--- config.mk ---
export PLATFORM = sky130hd
export DESIGN_NAME = joystick_conditioner
export DESIGN_NICKNAME = d
export VERILOG_FILES = /design/src/rtl/joystick_conditioner.sv
export SDC_FILE = /design/constraint.sdc
export NUM_CORES = 1
export LEC_CHECK = 0
export CORE_UTILIZATION = 35
export CTS_BUF_LIST = sky130_fd_sc_hd__clkbuf_4
export DETAILED_ROUTE_END_ITERATION = 6
export HOLD_SLACK_MARGIN = 0.02
export PLACE_DENSITY = 0.63
export RECOVER_POWER = 100
export SLEW_MARGIN = 20
export SYNTH_ARGS = -nofsm -noshare
export SYNTH_HDL_FRONTEND = slang
export SYNTH_SLANG_ARGS = --single-unit
--- constraint.sdc ---
create_clock -name clock -period 2.1 [get_ports clock]
set_input_delay 0.21 -clock clock [delete_from_list [all_inputs] [get_ports clock]]
set_output_delay 0.21 -clock clock [all_outputs]
set_load 0.02 [all_outputs]
--- src/rtl/joystick_conditioner.sv ---
// Joystick/button input conditioning: synchronise, debounce, and turn the
// debounced levels into one-cycle menu commands with hold-to-repeat on up/down.

module jc_debounce #(
    parameter int CYCLES = 250000
) (
    input  logic clock,
    input  logic reset,
    input  logic raw,
    output logic level
);
    localparam int CW = $clog2(CYCLES + 1);
    localparam logic [CW-1:0] LAST = CW'(CYCLES - 1);

    logic          sync_a;
    logic          sync_b;
    logic [CW-1:0] count;

    // The counter only runs while the synchronised input disagrees with the
    // debounced level, so any agreement restarts the stability window.
    always_ff @(posedge clock or negedge reset) begin
        if (!reset) begin
            sync_a <= 1'b0;
            sync_b <= 1'b0;
            count  <= '0;
            level  <= 1'b0;
        end else begin
            sync_a <= raw;
            sync_b <= sync_a;
            if (sync_b == level) begin
                count <= '0;
            end else if (count == LAST) begin
                level <= ~level;
                count <= '0;
            end else begin
                count <= count + CW'(1);
            end
        end
    end
endmodule

module jc_repeat #(
    parameter int DELAY_CYCLES  = 12500000,
    parameter int PERIOD_CYCLES = 2500000
) (
    input  logic clock,
    input  logic reset,
    input  logic active,
    input  logic conflict,
    output logic pulse
);
    localparam int LONGEST = (DELAY_CYCLES > PERIOD_CYCLES) ? DELAY_CYCLES : PERIOD_CYCLES;
    localparam int CW = $clog2(LONGEST + 1);
    localparam logic [CW-1:0] DELAY_LAST  = CW'(DELAY_CYCLES - 1);
    localparam logic [CW-1:0] PERIOD_LAST = CW'(PERIOD_CYCLES - 1);

    typedef enum logic [1:0] {
        IDLE   = 2'd0,
        DELAY  = 2'd1,
        REPEAT = 2'd2
    } state_t;

    state_t        state;
    logic [CW-1:0] count;
    logic          active_prev;

    // Losing 'active' is checked before the terminal count, so a pulse due on
    // the cycle the release is seen is dropped.
    always_ff @(posedge clock or negedge reset) begin
        if (!reset) begin
            state       <= IDLE;
            count       <= '0;
            pulse       <= 1'b0;
            active_prev <= 1'b0;
        end else begin
            active_prev <= active;
            pulse       <= 1'b0;
            if (conflict) begin
                state <= IDLE;
                count <= '0;
            end else begin
                case (state)
                    IDLE: begin
                        if (active && !active_prev) begin
                            pulse <= 1'b1;
                            count <= '0;
                            state <= DELAY;
                        end
                    end
                    DELAY: begin
                        if (!active) begin
                            state <= IDLE;
                            count <= '0;
                        end else if (count == DELAY_LAST) begin
                            pulse <= 1'b1;
                            count <= '0;
                            state <= REPEAT;
                        end else begin
                            count <= count + CW'(1);
                        end
                    end
                    REPEAT: begin
                        if (!active) begin
                            state <= IDLE;
                            count <= '0;
                        end else if (count == PERIOD_LAST) begin
                            pulse <= 1'b1;
                            count <= '0;
                        end else begin
                            count <= count + CW'(1);
                        end
                    end
                    default: begin
                        state <= IDLE;
                        count <= '0;
                    end
                endcase
            end
        end
    end
endmodule

module joystick_conditioner #(
    parameter int DEBOUNCE_CYCLES      = 250000,
    parameter int REPEAT_DELAY_CYCLES  = 12500000,
    parameter int REPEAT_PERIOD_CYCLES = 2500000
) (
    input  logic clock,
    input  logic reset,
    input  logic raw_up,
    input  logic raw_down,
    input  logic raw_select,
    output logic control_up,
    output logic control_down,
    output logic control_select,
    output logic held_up,
    output logic held_down
);
    logic db_up;
    logic db_down;
    logic db_select;
    logic up_eff;
    logic down_eff;
    logic both_held;
    logic select_prev;

    jc_debounce #(.CYCLES(DEBOUNCE_CYCLES)) u_db_up (
        .clock (clock),
        .reset (reset),
        .raw   (raw_up),
        .level (db_up)
    );

    jc_debounce #(.CYCLES(DEBOUNCE_CYCLES)) u_db_down (
        .clock (clock),
        .reset (reset),
        .raw   (raw_down),
        .level (db_down)
    );

    jc_debounce #(.CYCLES(DEBOUNCE_CYCLES)) u_db_select (
        .clock (clock),
        .reset (reset),
        .raw   (raw_select),
        .level (db_select)
    );

    // Up and down together cancel each other; neither direction is acted on.
    assign both_held = db_up & db_down;
    assign up_eff    = db_up & ~db_down;
    assign down_eff  = db_down & ~db_up;
    assign held_up   = up_eff;
    assign held_down = down_eff;

    jc_repeat #(
        .DELAY_CYCLES  (REPEAT_DELAY_CYCLES),
        .PERIOD_CYCLES (REPEAT_PERIOD_CYCLES)
    ) u_rep_up (
        .clock    (clock),
        .reset    (reset),
        .active   (up_eff),
        .conflict (both_held),
        .pulse    (control_up)
    );

    jc_repeat #(
        .DELAY_CYCLES  (REPEAT_DELAY_CYCLES),
        .PERIOD_CYCLES (REPEAT_PERIOD_CYCLES)
    ) u_rep_down (
        .clock    (clock),
        .reset    (reset),
        .active   (down_eff),
        .conflict (both_held),
        .pulse    (control_down)
    );

    always_ff @(posedge clock or negedge reset) begin
        if (!reset) begin
            select_prev    <= 1'b0;
            control_select <= 1'b0;
        end else begin
            select_prev    <= db_select;
            control_select <= db_select & ~select_prev;
        end
    end
endmodule

==> flow_summary.yaml <==
outcome:
  status: "complete, but fails checks"
  violations: "setup timing"
pwr:
  p_per_area_nw_per_um2: 548
  p_leak_nw: 3.36
  cellInternalPower_mw: 3.32
  swShare_pct: 21.8
  clock_power_share_pct: 41.9
  switching_power_mw: 0.927
  vdd_drop_max_uv: 502
  p_seq_share_pct: 55.7
  combPwrFrac_pct: 2.4
setup_path:
  timing.rr.start: "u_rep_up.count[19]"
  reg2reg_slack_ps: -160
  cp-end-kind: "flip-flop"
  worstPathCellList: "or4b_1 -> or4_4 -> o211ai_4 -> a21oi_4 -> clkbuf_16 -> a31oi_1 -> a31oi_1"
  crit_type: "flip-flop to flip-flop"
  r2r_end: "u_rep_up.count[5]"
  crit_top_cell: "a31oi_1"
  start_kind: "flip-flop"
  max_stage_delay_ps: 500
  critPathArrivalTime_ps: 2670
  cp.required_ps: 2510
  worstRegToRegCells: 7
  slowest_stage: "or4b_1"
  critPathMaxFanout: 12
synthesis:
  syn_area_sq_um: 6290
  avgSynthCellArea_sq_um: 9.45
  yosys_warnings: 0
  synth-seq-area-share_pct: 48.2
  synth-seq-cells: 121
  synth-edff-count: 0
  syn-num-nets: 683
  async_flop_share_pct: 100
  synthCells: 665
  ys_types: 53
  ys.flop_type: "dfrtp_1"
detailed_routing:
  dr_wl_met2_um: 6460
  dr.pass1.iters: 5
  vias: 5162
  drt_iter0_drc: 373
  wl_per_cell_um: 13.9
  ant_nets: 0
  drc: 0
  met3_length_um: 494
  wl_met1_um: 6660
  drt_wl_total_um: 13800
  top_layer_used: "met4"
  avgViaCountPerCell: 5.19
die:
  die_area_sq_um: 18500
  die_w_um: 136
  pin_count: 10
  die_y_um: 136
  initial_core_util_pct: 36.1
  floorplan.rows: 48
  coreArea_sq_um: 17400
layout:
  final_cell_mix: "dfrtp_1, nor2_1, buf_4"
  area_delta_synth_final_pct: 23.2
  layout-drive-gt1-share_pct: 19.9
  layout_commonest_cell: "dfrtp_1"
  fin_nets: 773
  finalNonFillerCells: 994
placed_design:
  io_buffers: 9
  dpl.cell_count: 943
  gp_congestion: 0.825
  dp_hpwl_um: 9140
sta:
  rsz0062_at_grt: "true"
  hold_viol: 0
  min_period_ps: 2260
  setup_viol: 36
  worst_slew_pin_slew_ps: 849
  fin_setup_tns_ps: -3770
  clock.fmax_mhz: 442
  relSlewSlack_pct: 43.4
  final_max_slew_viol_count: 0
  final.setup_skew_ps: 17.8
  worst_slack_ps: -160
  fin_crit_sh_pct: 108
grt:
  grt_max_degree: 48
  grt_usage_pct: 15.7
  grt_pass1_vias: 4929
  antenna_found_initial: 1
  grt_pass1_wl_um: 23200
  overflow: 0
clocking:
  cts_root_buffer: "clkbuf_4"
  clk_pin_slew_worst_paths_ps: 110
  cts.path.max_buffers: 2
  numCtsBuffers: 17
  cts_tree: "built"
  clk_latency_ps: 510
  cts.htree.levels: 4
  clock-sinks: 121
hold_path:
  hold_depth: 1
  holdPathEnd: "u_db_down.sync_a"
  worstHoldStart: "raw_down"
  min_path_type: "input port to flip-flop"
run:
  cap_violations: 0
==> area by class of cell <==
cell class,count,area [sq um]
fill,1677,9670
clock inverter,13,158
inverter,17,63.8
antenna,1,2.50
tap,225,282
multi-input combinational,503,3250
clock buffer,19,143
timing repair buffer,95,820
sequential,121,3030
==> flip-flops by register name, summed over array words and instances (netlist names), 2 cells and up <==
signal and flops:
u_db_up.count 18, u_rep_down.count 24, u_rep_up.state 2, u_db_select.count 18, u_db_down.count 18, u_rep_up.count 24
u_rep_down.state 2
==> timing repair <==
action	CTS	global route
gates cloned	0	5
setup endpoints to repair	41	56
endpoints found under the hold margin	32	0
buffers inserted	0	13
gates resized for setup	8	44
pin swaps	3	16
hold buffers	1	0
==> power by group through the flow <==
stage / logic (mW) / clock network, mW / registers, mW
2_1_floorplan: 0.0399 / 0 / 2.41
6_report: 0.101 / 1.78 / 2.36
3_3_place_gp: 0.112 / 0 / 2.41
5_1_grt: 0.123 / 1.93 / 2.37
4_1_cts: 0.116 / 1.83 / 2.37
3_5_place_dp: 0.114 / 0 / 2.41
==> synthesized netlist by cell type (13+ instances only) <==
cell        n  area share (%)
dfrtp_1   121              48
nor2_1     97             5.8
nand2_1    56             3.3
nand3_1    45             3.6
xor2_1     30             4.2
a31oi_1    27             2.7
o21ai_0    22             1.8
clkbuf_1   21             1.3
xnor2_1    21             2.9
nand4_1    20             2.0
and3_1     19             1.9
a22o_1     17             2.4
inv_1      17             1.0
nor3_1     15             1.2
ha_1       13             2.6
==> worst max path at each step <==
stage                        from            endpoint  slack [ps]  cells past startpoint
5_1_grt        u_rep_up.count[19]  u_rep_up.count[15]        -250                      7
3_5_place_dp   u_rep_up.count[19]  u_rep_up.count[17]        -120                      7
2_1_floorplan  u_rep_up.count[19]  u_rep_up.count[16]        -180                      8
4_1_cts        u_rep_up.count[19]   u_rep_up.count[3]        -120                      7
6_report       u_rep_up.count[19]   u_rep_up.count[5]        -160                      7
3_3_place_gp   u_rep_up.count[19]  u_rep_up.count[15]         -90                      6
==> through the flow <==
step                area [sq um]  setup slack, ps  util, %  power (mW)  hold slack (ps)
floorplan                   6290             -178        -        2.45            -85.6
global placement            7130            -92.0     40.9        2.52              204
detailed placement          7130             -116     40.9        2.52              201
CTS                         7460             -121     42.8        4.31             82.5
global route                7750             -254     44.5        4.42              200
finish                      7750             -160     44.5        4.24              234
==> routing by layer <==
metal,vias to the layer above,GRT usage (%)
li1,2575,-
met1,2487,20.8
met2,84,25.3
met3,16,3.77
met4,0,4.51
met5,-,0
==> kinds of logic after synthesis <==
logic type	after synthesis	synth area share, %
muxes	7	1.19
adders and majority gates	13	2.59
DFF	121	48.2
and+or+nand+nor	317	25.4
buffers and inverters	42	2.83
xor gates and xnor gates	51	7.10
AOI/OAI and AO/OA	114	12.7
==> worst max-delay path, delay by kind of cell, from the launching register on <==
kind / cells / cell delay (ps)
compound gates: 4 / 620
buf+inv: 1 / 190
flops: 1 / 390
simple gates: 2 / 940
(Power assumes the default switching activity.)
